### src/rtl/pipe_ctrl.sv
// Pipeline hazard/exception controller: per-stage stall, flush with redirect PC,
// cache-wait watchdog and saturating stall/flush event counters.
module pipe_ctrl #(
   parameter logic [31:0] EXC_VECTOR = 32'h0000_0020,
   parameter logic [31:0] ERET_TYPE  = 32'h0000_000E,
   parameter int unsigned WAIT_LIMIT = 255
) (
   input  logic        clk,
   input  logic        rst,
   input  logic        stallreq_id,
   input  logic        stallreq_ex,
   input  logic        icache_busy,
   input  logic        dcache_busy,
   input  logic [31:0] mem_excepttype,
   input  logic [31:0] cp0_epc,
   output logic [5:0]  stall,
   output logic        flush,
   output logic [31:0] new_pc,
   output logic [15:0] stall_cnt,
   output logic [7:0]  flush_cnt,
   output logic        wait_err
);

   typedef enum logic [1:0] {RUN, ICWAIT, DCWAIT, BLANK} state_t;

   localparam logic [5:0] STALL_DC = 6'b011111;
   localparam logic [5:0] STALL_EX = 6'b001111;
   localparam logic [5:0] STALL_ID = 6'b000111;
   localparam logic [5:0] STALL_IC = 6'b000011;

   state_t      state_q, state_d;
   logic [5:0]  stall_c;
   logic        flush_c;
   logic        exc;
   logic [15:0] wait_cnt, wait_nxt;

   assign exc = (mem_excepttype != 32'h0);

   always_comb begin
      state_d = state_q;
      stall_c = 6'b0;
      flush_c = 1'b0;
      case (state_q)
         // DCWAIT behaves exactly like RUN: its hold is the top-priority row.
         RUN, DCWAIT: begin
            if (dcache_busy) begin
               stall_c = STALL_DC;
               state_d = DCWAIT;
            end else if (exc) begin
               flush_c = 1'b1;
               state_d = BLANK;
            end else if (stallreq_ex) begin
               stall_c = STALL_EX;
               state_d = RUN;
            end else if (stallreq_id) begin
               stall_c = STALL_ID;
               state_d = RUN;
            end else if (icache_busy) begin
               stall_c = STALL_IC;
               state_d = ICWAIT;
            end else begin
               state_d = RUN;
            end
         end
         ICWAIT: begin
            if (dcache_busy) begin
               stall_c = STALL_DC;
               state_d = DCWAIT;
            end else if (exc) begin
               flush_c = 1'b1;
               state_d = BLANK;
            end else begin
               // The fetch hold drops on the cycle the I-cache reports done.
               stall_c = (icache_busy ? STALL_IC : 6'b0)
                       | (stallreq_ex ? STALL_EX : 6'b0)
                       | (stallreq_id ? STALL_ID : 6'b0);
               state_d = icache_busy ? ICWAIT : RUN;
            end
         end
         BLANK: begin
            if (dcache_busy) begin
               stall_c = STALL_DC;
               state_d = DCWAIT;
            end else begin
               state_d = RUN;
            end
         end
      endcase
      if (!rst) begin
         stall_c = 6'b0;
         flush_c = 1'b0;
      end
   end

   assign stall  = stall_c;
   assign flush  = flush_c;
   assign new_pc = !flush_c ? 32'h0 :
                   (mem_excepttype == ERET_TYPE) ? cp0_epc : EXC_VECTOR;

   always_comb begin
      wait_nxt = 16'h0;
      if (state_q == ICWAIT || state_q == DCWAIT)
         wait_nxt = (wait_cnt == 16'hFFFF) ? wait_cnt : wait_cnt + 16'h1;
   end

   always_ff @(posedge clk or negedge rst) begin
      if (!rst) begin
         state_q   <= RUN;
         stall_cnt <= 16'h0;
         flush_cnt <= 8'h0;
         wait_cnt  <= 16'h0;
         wait_err  <= 1'b0;
      end else begin
         state_q  <= state_d;
         wait_cnt <= wait_nxt;
         if (stall_c != 6'b0 && stall_cnt != 16'hFFFF)
            stall_cnt <= stall_cnt + 16'h1;
         if (flush_c && flush_cnt != 8'hFF)
            flush_cnt <= flush_cnt + 8'h1;
         if ({16'h0, wait_nxt} > 32'(WAIT_LIMIT))
            wait_err <= 1'b1;
      end
   end

endmodule
### config.mk
export PLATFORM = sky130hd
export DESIGN_NAME = pipe_ctrl
export DESIGN_NICKNAME = d
export VERILOG_FILES = /design/src/rtl/pipe_ctrl.sv
export SDC_FILE = /design/constraint.sdc
export NUM_CORES = 1
export LEC_CHECK = 0
export ABC_CLOCK_PERIOD_IN_PS = 3300
export CORE_ASPECT_RATIO = 1.5
export CORE_MARGIN = 3
export CORE_UTILIZATION = 43
export CTS_CLUSTER_SIZE = 10
export DETAILED_ROUTE_END_ITERATION = 8
export PLACE_DENSITY = 0.91
export SYNTH_ARGS = -nofsm -noshare
export SYNTH_HDL_FRONTEND = slang
export SYNTH_SLANG_ARGS = --single-unit
### constraint.sdc
create_clock -name clk -period 3.3 [get_ports clk]
set_clock_uncertainty 0.1 [all_clocks]
set_input_delay 0.495 -clock clk [delete_from_list [all_inputs] [get_ports clk]]
set_output_delay 0.495 -clock clk [all_outputs]
set_load 0.05 [all_outputs]
Word level (Yosys, flattened, before mapping)
Cells that the tools add are included.
{ "word_totals": {"reg_bits": 43, "latch_bits": 0, "ram_bits": 0, "mem_bits_ro": 0, "input_bits": 70, "word_cells": 55, "mem_count": 0} }
{ "op_classes": {"add_sub_neg": 3, "multipliers": 0, "div": 0, "magnitude_cmp": 1, "eq_ne": 7, "shift": 0, "muxes": 29, "bitwise_logic": 2, "reduce_logical": 8} }
{ "ops": {"columns": ["operator", "count"], "rows": [
  ["$mux 32", 2],
  ["$add 16x1->16 const B", 2],
  ["$eq 32x4->1 const B", 1],
  ["$mux 16", 2],
  ["$reduce_bool 32->1", 1],
  ["$mux 6", 3],
  ["$pmux 6 s3", 1],
  ["$eq 16x16->1 const B", 1],
  ["$gt 16x8->1 const B", 1],
  ["$ne 16x16->1 const B", 1],
  ["$mux 2", 6],
  ["$mux 4", 3],
  ["$mux 5", 2],
  ["$add 8x1->8 const B", 1],
  ["$ne 8x8->1 const B", 1],
  ["$mux 1", 7],
  ["$mux 3", 2],
  ["$or 6x3->6", 1],
  ["$or 6x4->6", 1],
  ["$pmux 2 s3", 1],
  ["$reduce_bool 6->1", 1],
  ["$eq 2x2->1 const B", 2],
  ["$reduce_or 3->1", 1],
  ["$eq 2x1->1 const B", 1],
  ["4 further kinds", 5]
]} }

Depth between registers and ports, before layout
Gate-level depths: netlist (run 1).
{ "logic_depth": {"word_depth": 9, "ltp_mapped": 9, "depth_no_buf": 8} }

Worst setup path before layout (run 1)
OpenSTA, ideal clock, no wires.
{ "synth_timing": {"path_kind": "input -> output", "start": "input port mem_excepttype[0]", "end": "output port stall[1]", "t_arrival_ns": 2.863, "required_time_ns": 2.705, "path_slack_ns": -0.158, "stages": 5, "n_path_buf": 1, "path_cell_list": "nor4_1 nand4_1 or3_1 o21ai_0 buf_4"} }
{ "synth_between": {"elab_chain_cells": 5, "elab_cells_between_ends": 7, "classes_between": "mux: 6; reduce/logical: 1"} }
{ "synth_rtl": {"columns": ["element", "line", "source"], "rows": [
  ["start, declared", "14", "input logic [31:0] mem_excepttype,"],
  ["$reduce_bool 32->1 *", "37", "assign exc = (mem_excepttype != 32'h0);"],
  ["$mux 6 / $mux 4 (equally long branches)", "69, 49", null],
  ["$mux 6 / $mux 5 (equally long branches)", "66, 46", null],
  ["$pmux 6 s3 *", "43", "case (state_q)"],
  ["$mux 6 *", "89", "if (!rst) begin"],
  ["end, declared", "16", "output logic [5:0] stall,"]
]} }
Every way passes the cells marked *; elsewhere a longest branch is shown, timed or not.

Worst setup path after layout (run 1)
{ "layout_timing": {"start": "input port mem_excepttype[25]", "end": "output port stall[0]"} }
Same word-level chain as after synthesis.

==> results.md, run 1 <==
- The flow ran to the end, and the final reports show no timing, DRC or antenna violations.
- The pin count of the biggest net entering global routing is 44.
- The synthesized netlist devotes 5.53% of its cell area to compound gates.
- The first global-routing pass estimated roughly 15000 microns of wire.
- The setup slack of the most critical reg-to-reg path is about 0.71 ns.
- The initial core utilization is 45.5%.
- The share of synthesized area occupied by flip-flops and latches is about 42%.
- For the worst setup path, the data arrival time is ~2.5 ns.
- The slowest cell on the critical path is clkdlybuf4s50_1.
- After detailed routing, the number of remaining DRC violations is 0.
- The reported max-cap violation count is 0.
- After detailed routing, the number of vias per cell comes to 5.65.
- The synthesized netlist devotes 2.47% of its cell area to adder and majority cells.
- Input and output buffers added on the ports amount to 132.
- The startpoint identified for the worst hold timing path is stall_cnt[13].
- The clock period minus final worst setup slack is roughly 3.1 ns.
- For this run the aggregate overflow at the end of global routing stands at 0.
- The initial antenna violation count is 0.
- The worst-case clock buffer depth is 2.
- The CTS tree is done.
- The placer congestion estimate is between 0.8 and 0.9.
- CTS built an H-tree with a depth of 2.
- The cell depth of the worst min-delay path is 1.
- Setup repair after global routing left no endpoint under its margin.
- The path depth of the worst reg2reg path is 5.
- Dividing the synthesized area by the synthesized cell count gives roughly 9.0 sq um.
- The mux contribution to synthesized area is 2.57%.
- Of the total synthesized cell area, the portion taken by AND, OR, NAND and NOR gates is about 33%.
- The per-cell routed wire length is between 15 and 20 microns.
- For this run, the detailed router's first-pass iteration total came to 4.
- The worst setup path is of the in -> out kind.
- In this run the remaining antenna-violating nets after routing total 0.
- The capturing point of the worst reg2reg path is stall_cnt[1].
- For this block, the initial DRC count from the detailed router was approximately 190.
- Traced cell by cell, the critical path runs through clkdlybuf4s50_1 -> nor4_1 -> nand4_1 -> or3_1 -> o21ai_1 -> buf_12.
- The aggregate negative setup slack is 0 ns.
- The total inserted antenna cells is 0.
- The reg-to-reg startpoint is stall_cnt[2].
- The cell area power density is around 420 nW/um^2.
- The dominant combinational cell family by area after synthesis is simple AND/OR/NAND/NOR gates.
- Counting flops with a built-in enable in the synthesized netlist gives 0.
- The final period utilization is between 90 and 100%.
- The post-route netlist has 16.1% of its cells at a drive strength greater than 1.
- In the layout the commonest cells are clkdlybuf4s50_1 (93), dfrtp_1 (43), nor2_1 (35), buf_12 (35), and3_1 (34).
- Static timing analysis puts the maximum clock frequency at 0.321 GHz.
- The critical path's largest stage delay is between 0.4 and 0.5 ns.
- The die height is roughly 100 microns.
- The worst-case IR drop observed on VDD is 392 uV.
- The max-slew violation total from the final report is 0.
- The number of rows in the core area is 33.
- After technology mapping, the gate count stands at 281.
- Setup violations remaining at the end of the flow were counted as 0.
- Leaving out fill and tap cells, the most frequent cell in the layout is clkdlybuf4s50_1.
- Summing every instance area after synthesis gives roughly 2500 sq um.
- The required arrival time at the worst endpoint is 2.70 ns.
- The total detailed-routing wirelength is around 9000 microns.
- STA classifies the critical path endpoint as an output pin.
- The worst setup path is launched from a primary input.
- The yosys synthesis warning count is 0.
- The number of global-route vias before repair is roughly 2900.
- In this run the static leakage power is between 1.5 and 2 nW.
- In this run the cell area measured after placement is ~4300 sq um.
- The total via count after detailed routing is between 2000 and 3000.
- The finished cells cover 4390 sq um.
- Along the worst path, the maximum fanout reaches 4.
- The relative area change from synthesis to final layout is 73.2%.
- The placeable core region is between 5000 and 6000 sq um.
- The number of placed I/O pins is around 130.
- The destination of the worst hold path is stall_cnt[13].
- The quantity of gates resized following cts is 0.
- The die outline area is 6870 sq um.
- The chip width is about 69 microns.
- Once detailed placement completed, the half-perimeter wirelength came to 7560 microns.
- The worst pin sits at a relative slew slack of about a quarter.
- The register clock-pin slew on the reported worst setup and hold paths is 0.09 ns.
- The number of sinks on the clock net is 43.
- The number of endpoints with negative hold slack in the final report is 0.
- Global routing consumed, over all layers together, between 20% and 30% of the routing resources.
- The clock reaches the later pin of the worst-skew pair after 0.30 ns.
- For this run, asynchronously set or reset flops after synthesis account for between 90% and 100%.
- Clock tree synthesis selected as its root buffer the cell clkbuf_8.
- The synthesized netlist contains between 40 and 50 unique library cells.
- The path class of the tightest hold or removal check is reg -> reg.
- Summing the areas of all xor and xnor instances in the mapped netlist gives roughly a tenth of the synthesized area.
- For this run, the leading register cell type out of synthesis is dfrtp_1.
- The pin slew with the least headroom to its limit is 1.11 ns.
- The number of fill cells is approximately 350.
- At the end of the flow, the number of nets in the layout was ~500.
- The number of register bits inferred by synthesis is between 40 and 50.
- Synthesis produced a netlist with a net count of about 360.
- The clock buffer count from CTS is 5.
==> critical path, delay by kind of cell <==
family | cells | cell delay (ns)
AOI/OAI and AO/OA | 1 | 0.44
buffers and inverters | 2 | 0.65
and+or+nand+nor | 3 | 0.93
==> stage by stage <==
step / total power, mW / worst slack [ns] / util (%) / std cells / hold WS, ns
after CTS: 1.86 / 0.179 / 78.8 / 487 / 0.402
after global routing: 1.94 / 0.0657 / 78.8 / 487 / 0.439
after floorplan: 1.13 / 0.280 / - / 281 / 0.0994
final: 1.86 / 0.181 / 78.8 / 487 / 0.401
after global placement: 1.42 / 0.218 / 76.6 / 478 / 0.221
after detailed placement: 1.45 / 0.184 / 76.6 / 478 / 0.222
==> state kept, by name (all words and copies together) (netlist names) <==
register and count:
stall_cnt 16, wait_cnt 16, flush_cnt 8, state_q 2, wait_err 1
==> power breakdown <==
group | switching (mW) | internal [mW]
logic | 0.434 | 0.284
registers | 0.120 | 0.609
clock network | 0.184 | 0.225
==> cell type report <==
type | instances | area (sq um) | area share (%)
repair buffers | 140 | 1720 | 39.2
multi-input cells | 216 | 1360 | 30.9
flip-flops and latches | 43 | 1080 | 24.5
well taps | 70 | 87.6 | 1.99
clock buffers | 5 | 68.8 | 1.57
clock inverters | 3 | 43.8 | 0.997
inverters | 10 | 37.5 | 0.855
==> cell families (layout without fill, tap and decap cells) <==
| kind of cell | after synthesis | after routing |
|---|---|---|
| mux | 6 | 6 |
| simple gates | 157 | 157 |
| xor+xnor | 28 | 28 |
| compound gates | 19 | 19 |
| buf+inv | 22 | 158 |
| other cells | 1 | 1 |
| flops | 43 | 43 |
| fa+ha+maj | 5 | 5 |
==> synthesized netlist by cell type (3+ instances only) <==
cell | instances | area [sq um]
dfrtp_1 | 43 | 1080
and3_1 | 34 | 213
o21ai_0 | 4 | 20.0
inv_1 | 10 | 37.5
nor2_1 | 35 | 131
nor3_1 | 18 | 90.1
a21oi_1 | 5 | 25.0
nand2_1 | 17 | 63.8
nand2b_1 | 3 | 18.8
or3_1 | 5 | 31.3
nor4_1 | 10 | 62.6
nand3_1 | 14 | 70.1
ha_1 | 5 | 62.6
xor2_1 | 18 | 158
xnor2_1 | 10 | 87.6
mux2_2 | 4 | 45.0
clkbuf_1 | 7 | 26.3
nand4_1 | 11 | 68.8
==> layer usage <==
layer / GRT usage (%) / up-vias / part of all wire, %
li1: - / 1264 / -
met1: 29.4 / 1299 / 32
met2: 52.3 / 164 / 56
met3: 7.95 / 24 / 8.4
met4: 11.7 / 0 / 3.6
met5: 0 / - / 0
==> worst max path at each step <==
| stage | endpoint | from | depth (start not counted) | slack, ns |
|---|---|---|---|---|
| finish | stall[0] | mem_excepttype[25] | 6 | 0.18 |
| global route | stall[2] | mem_excepttype[12] | 9 | 0.07 |
| CTS | stall[0] | mem_excepttype[29] | 6 | 0.18 |
| detailed placement | stall[0] | mem_excepttype[29] | 6 | 0.18 |
| global placement | stall[0] | mem_excepttype[29] | 6 | 0.22 |
| floorplan | stall[1] | mem_excepttype[0] | 5 | 0.28 |
==> repair_timing <==
item	4_1_cts	5_1_grt
hold buffers	1	0
buffers inserted	0	0
hold endpoints to repair	2	0
Power figures use the tool's default switching activity.
==> run 2, diff against run 1 <==
CORE_MARGIN = default   (was 3)
SKIP_CTS_REPAIR_TIMING = 1   (was default)
==> results.md, run 2 (synthesis gave the netlist of run 1 again) <==
- The insertion delay of the later-clocked pin in the worst-skew pair is 0.29 ns (about the same).
- The flow ran to the end, and the final reports show no timing, DRC or antenna violations.
- The count of port buffers added during placement is 132 (unchanged).
- The clock period minus final worst setup slack was 3.01 ns (-0.106 ns).
- The number of sinks on the clock net is 43 (unchanged).
- In this run the most used layer during global routing was met2.
- The post-route DRC violation count was 0 (unchanged).
- The final net count is 490 (-0.20%).
- The chip width came to 64.7 microns (-5.8%).
- The die outline area was 6210 sq um (-9.6%).
- Leaving out fill and tap cells, the most frequent cell in the layout is clkdlybuf4s50_1.
- The fraction of layout cells with a size suffix above 1 is 15.6% (-0.44 points).
- The critical path is of the in -> out type.
- The static leakage came to 1.95 nW (-1.1%).
- The placer congestion estimate is 0.912 (+3.7%).
- The footprint of the multi-input gates is 1360 sq um (unchanged).
- The data arrival time of the critical path is 2.42 ns (-0.10 ns).
- The placeable core region is 5570 sq um (unchanged).
- The number of global-route vias before repair is 2635 (-9.9%).
- The cell area power density was 403 nW/um^2 (-4.7%).
- The max-slew violation total from the final report came to 0 (unchanged).
- The number of placed cells counting well taps is 477 (-0.21%).
- The DRC marker count from the first detailed-route iteration is 239 (+28%).
- The count of non-filler cells in the finished layout is 486 (-0.21%).
- Setup repair after global routing left no endpoint under its margin.
- The maximum net fanout on the critical path is 22 (+18).
- The final antenna-violating net count is 0 (unchanged).
- The die height is 96.0 microns (-4.0%).
- The total inserted antenna cells was 0 (unchanged).
- The critical path goes through dlygate4sd3_1 -> buf_2 -> nand2_1 -> nor2_1 -> buf_4 -> and3_1 -> buf_12.
- The wire length of the first global-routing pass is 12500 microns (-14%).
- The number of rows in the core area is 33 (unchanged).
- The number of endpoints with negative hold slack in the final report is 0 (unchanged).
- The detail-routed via count per cell is 5.47 (-3.2%).
- The total via count after detailed routing is 2658 (-3.4%).
- The pin slew with the least headroom to its limit is 1.06 ns (-0.0525 ns).
- The buffering stage count on the worst path with inverters included was 4 (+2).
- The number of fill cells is 366 (+5.2%).
- The leftover overflow at the end of global routing came to 0 (unchanged).
- The pin count of the biggest net entering global routing is 43 (-2.3%).
- The clock buffer count from CTS is 5 (unchanged).
- The worst-case clock buffer depth is 2 (unchanged).
- The met3 track demand over resource is 6.64% (-1.3 points).
- Leaving out fill and tap cells, the most frequent cells in the layout are clkdlybuf4s50_1 (93), dfrtp_1 (43), nor2_1 (35), buf_12 (35), and3_1 (34).
- The total detailed-routing wirelength came to 7900 microns (-12%).
- The number of endpoints failing setup at the final stage came to 0 (unchanged).
- In this run the clock root is driven by a clkbuf_8.
- The initial core utilization is 45.5% (unchanged).
- The area occupied by registers came to 1080 sq um (unchanged).
- The kind of end point of the critical path is an output pin.
- The fmax is 0.332 GHz (+3.5%).
- The critical path's largest stage delay is 0.52 ns (+0.07 ns).
- The per-cell routed wire length came to 16.3 microns (-12%).
- The met1 track demand over resource is 28.8% (-0.59 points).
- The reported max-cap violation count is 0 (unchanged).
- The number of iterations in the first detailed-routing pass is 5 (+1).
- The remaining max-slew budget at the tightest pin is 29.5% (+3.5 points).
- The register clock-pin slew on the reported worst setup and hold paths came to 0.08 ns (about the same).
- The type of the most critical hold path is reg -> reg.
- Broken down by cell family, the worst path's largest delay share belongs to buffers and inverters.
- TritonCTS built the clock tree.
- The routing usage on met2 is 49.9% (-2.4 points).
- The area growth from synthesis to layout is 71.9%.
- The number of placed I/O pins is 134 (unchanged).
- The final period utilization is 91.3% (-3.2 points).
- The aggregate negative setup slack is 0 ns (unchanged).
- On the critical path, the stage with the largest delay is an instance of dlygate4sd3_1.
- The post-detailed-placement half-perimeter wirelength is 6470 microns (-14%).
- The number of H-tree levels is 2 (unchanged).
- The category of the worst setup path launch point is a primary input.
- The largest registers in the layout are stall_cnt (16), wait_cnt (16), flush_cnt (8).
- The largest vdd supply drop is 226 uV (-42%).
- The initial antenna violation count is 0 (unchanged).
- The aggregate global-route resource usage was 27.1% (-1.6 points).
- The required arrival time at the worst endpoint came to 2.70 ns (about the same).
## run 2: cell count changes in the layout (fill, tap and decap cells not counted), sizes merged
cell / delta
clkinv: -1
bufinv: -1
clkbuf: +1
clkinvlp: +1
buf: -1
## run 2: metal layers
metal / part of all wire (%) / wire length, microns / vias to the layer above
li1: - / - / 1264
met1: 36 / 2820 / 1237
met2: 54 / 4280 / 143
met3: 7.9 / 623 / 14
met4: 2.3 / 178 / 0
met5: 0 / 0 / -
## run 2: power by group
group / switching [mW] / internal [mW]
logic: 0.416 / 0.283
registers: 0.118 / 0.609
clock network: 0.180 / 0.148
## run 2: cell type report
cell class                      count  share of cell area, %
Clock buffer                        6                   1.67
Inverter                           10                  0.862
Multi-Input combinational cell    216                   31.1
Clock inverter                      2                  0.287
Tap cell                           70                   2.01
Timing Repair Buffer              139                   39.3
Sequential cell                    43                   24.7
## run 2: through the flow
| stage | util (%) | area, sq um | hold slack [ns] | total power [mW] | setup slack [ns] |
|---|---|---|---|---|---|
| global route | 78.2 | 4360 | 0.431 | 1.84 | 0.122 |
| CTS | 78.0 | 4350 | -0.0998 | 1.76 | 0.409 |
| floorplan | - | 2530 | 0.0994 | 1.13 | 0.280 |
| global placement | 76.5 | 4260 | 0.224 | 1.42 | 0.418 |
| finish | 78.2 | 4360 | 0.417 | 1.75 | 0.287 |
| detailed placement | 76.5 | 4260 | 0.223 | 1.43 | 0.409 |
## run 2: path summary, 6_finish.rpt
path                                     from            end  slack (ns)  cells past startpoint
worst max-delay path                      rst     new_pc[17]        0.29                      7
worst min-delay path            stall_cnt[14]  stall_cnt[14]        0.42                      1
worst max register to register   stall_cnt[2]   stall_cnt[1]        0.78                      5
worst min register to register  stall_cnt[14]  stall_cnt[14]        0.42                      1
max in group asynchronous                 rst   flush_cnt[3]        1.92                      3
min in group asynchronous                 rst     state_q[0]        0.45                      2
## run 2: worst register-to-register path: stages, from the launching register on
cell	delay, ns
dfrtp_1	0.45
nand3_1	0.14
nor2_1	0.20
nand2_1	0.20
o32ai_2	0.90
mux2_2	0.42
==> run 3, diff against run 2 <==
--- a/config.mk
+++ b/config.mk
@@ -7,5 +7,5 @@
 export LEC_CHECK = 0
 export ABC_CLOCK_PERIOD_IN_PS = 3300
-export CORE_ASPECT_RATIO = 1.5
+export CORE_ASPECT_RATIO = 1.4
 export CORE_UTILIZATION = 43
 export CTS_CLUSTER_SIZE = 10
==> constraint.sdc (replaced) <==
create_clock -name clk -period 3.3 [get_ports clk]
set_clock_uncertainty 0.1 [all_clocks]
set_input_delay 0.99 -clock clk [delete_from_list [all_inputs] [get_ports clk]]
set_output_delay 0.99 -clock clk [all_outputs]
set_load 0.05 [all_outputs]
==> results.md, run 3 (synthesis gave the netlist of run 1 again) <==
- The flow ran to the end, but the final reports show violations.
- The final reports fail on setup timing.
- The worst setup path startpoint is mem_excepttype[22].
- The number of global-route vias before repair is 2933 (+11%).
- The post-detailed-placement half-perimeter wirelength is 7360 microns (+14%).
- The die height is 92.8 microns (-3.3%).
- The number of endpoints with negative hold slack in the final report is 0 (unchanged).
- The register clock-pin slew on the reported worst setup and hold paths is 0.09 ns (about the same).
- The post-route total power came to 1.95 mW (+11%).
- The leftover overflow at the end of global routing is 0 (unchanged).
- The clock buffer count from CTS came to 5 (unchanged).
- The placeable core region is 5610 sq um (+0.56%).
- Setup repair after global routing could not meet its margin everywhere.
- The cell area after layout was 4930 sq um (+13%).
- The total detailed-routing wirelength is 12100 microns (+54%).
- By startpoint and endpoint, the worst setup path is classified as in -> out.
- The reported max-cap violation count is 0 (unchanged).
- The insertion delay of the later-clocked pin in the worst-skew pair is 0.31 ns (+0.02 ns).
- The cell area power density is 395 nW/um^2 (-1.9%).
- The fraction of power consumed by combinational cells is 39.3% (-0.6 points).
- The chip width is 66.9 microns (+3.4%).
- The pin slew with the least headroom to its limit is 0.857 ns (-0.200 ns).
- The aggregate negative setup slack is -11.51 ns (-11.51 ns).
- The largest vdd supply drop was 594 uV (+160%).
- The cell depth of the worst min-delay path is 1 (unchanged).
- The number of endpoints failing setup at the final stage is 37 (+37).
- The cell at the root of the clock tree is clkbuf_8.
- The total via count after detailed routing came to 3057 (+15%).
- The CTS tree is done.
- The share of total power in sequential cells is 37.6% (-3.8 points).
- The number of rows in the core area is 32 (-3.0%).
- The reported net switching power is 795 uW (+11%).
- The number of placed cells counting well taps was 488 (+2.3%).
- The DRC marker count from the first detailed-route iteration is 221 (-7.5%).
- The path depth of the worst reg2reg path came to 9 (+4).
- The worst setup path is captured at an output pin.
- The initial antenna violation count came to 0 (unchanged).
- The remaining max-slew budget at the tightest pin is 42.4% (+13 points).
- The maximum net fanout on the critical path came to 8 (-64%).
- The count of port buffers added during placement is 132 (unchanged).
- The total inserted antenna cells is 0 (unchanged).
- The static leakage is 2.22 nW (+14%).
- The detail-routed via count per cell came to 6.09 (+11%).
- The clock period minus final worst setup slack is 3.67 ns (+0.659 ns).
- The count of non-filler cells in the finished layout came to 502 (+3.3%).
- The max-slew violation total from the final report is 0 (unchanged).
- The final core utilization is 88.0% (+9.8 points).
- The switching part of the total power came to 40.8% (+0.063 points).
- The per-cell routed wire length came to 24.2 microns (+49%).
- The relative area change from synthesis to final layout is 94.6%.
- The internal power consumption is 1.15 mW (+11%).
- The worst setup path is launched from a primary input.
- In this run the critical register-to-register path is launched from state_q[0].
- The aggregate global-route resource usage is 33.3% (+6.2 points).
- The final net count is 508 (+3.7%).
- The die outline area is 6210 sq um (about the same).
- The wire length of the first global-routing pass is 15200 microns (+21%).
- The pin count of the biggest net entering global routing was 39 (-9.3%).
- The number of placed I/O pins was 134 (unchanged).
- The setup slack of the most critical reg-to-reg path is 0.67 ns (-0.11 ns).
- The fmax is 0.272 GHz (-18%).
- The post-route DRC violation count was 0 (unchanged).
- The number of H-tree levels is 2 (unchanged).
- The initial core utilization was 45.2% (-0.25 points).
- The final antenna-violating net count was 0 (unchanged).
- The path with the worst hold slack has its endpoint at stall_cnt[14].
- The number of iterations in the first detailed-routing pass is 5 (unchanged).
- The library cell used most frequently in the layout, excluding fill and tap cells, is clkdlybuf4s50_1.
- The fraction of layout cells with a size suffix above 1 is 34.1% (+18 points).
- The data arrival time of the critical path is 2.58 ns (+0.16 ns).
- The capturing point of the worst reg2reg path is stall_cnt[1].
- The number of sinks on the clock net is 43 (unchanged).
- The library cells used most frequently in the layout, excluding fill and tap cells, are clkdlybuf4s50_1 (61), dfrtp_1 (43), buf_12 (38), nor2_1 (32), and3_4 (31).
- The least setup slack across all paths after layout is -0.372 ns (-0.659 ns).
- The startpoint identified for the worst hold timing path is stall_cnt[14].
- The placer congestion estimate came to 0.848 (-7.0%).
- The required arrival time at the worst endpoint is 2.21 ns (-0.49 ns).
- The minimum setup slack after placement came to -0.602 ns (-1.01 ns).
- The hold slack is 0.423 ns (+0.00644 ns).
- The area after detailed placement is 4510 sq um (+5.9%).
- The clock share of power is 23.1% (+4.4 points).
- The worst-case clock buffer depth is 2 (unchanged).
- The largest registers in the layout are stall_cnt (16), wait_cnt (16), flush_cnt (8).
- The final period utilization is 111% (+20 points).
- The type of the most critical hold path is reg -> reg.
## run 3: cell types whose count changed in the layout (fill, tap and decap cells not counted), moves of 8 or more
cell / delta
clkbuf_2: +10
dlymetal6s2s_1: +18
clkdlybuf4s50_1: -32
and3_1: -31
buf_6: +9
and3_4: +31
buf_4: +8
## run 3: final cells by class
class                   instances  area, sq um
inverters                      10         37.5
clock inverters                 2         38.8
flip-flops and latches         43         1080
fillers                       235          673
repair buffers                157         1960
well taps                      68         85.1
multi-input cells             216         1660
clock buffers                   6         82.6
## run 3: metal layers
metal	part of all wire (%)	GRT usage (%)	routed length, microns	vias to the layer above
li1	-	-	-	1310
met1	33	36.8	3990	1498
met2	55	58.5	6630	192
met3	7.1	10.3	863	57
met4	5.4	11.2	656	0
met5	0	0	0	-
## run 3: worst max path at each step
stage / endpoint / slack (ns) / cells after the start
3_3_place_gp: stall[2] / -0.53 / 8
3_5_place_dp: stall[2] / -0.60 / 8
6_report: new_pc[15] / -0.37 / 8
2_1_floorplan: stall[1] / -0.19 / 5
4_1_cts: stall[2] / -0.66 / 8
5_1_grt: new_pc[15] / -0.41 / 8
## run 3: power by group through the flow
stage / clock network, mW / registers [mW] / logic [mW]
floorplan: 0 / 0.941 / 0.191
global placement: 0 / 0.725 / 0.703
detailed placement: 0 / 0.734 / 0.720
CTS: 0.445 / 0.726 / 0.733
global route: 0.469 / 0.747 / 0.796
finish: 0.449 / 0.734 / 0.766
## run 3: critical path, stage by stage
cell and delay [ns]:
clkbuf_2 0.10, nor4_2 0.34, nand4_1 0.16, buf_6 0.17, nor2_4 0.25, buf_6 0.19
and3_4 0.23, buf_12 0.15
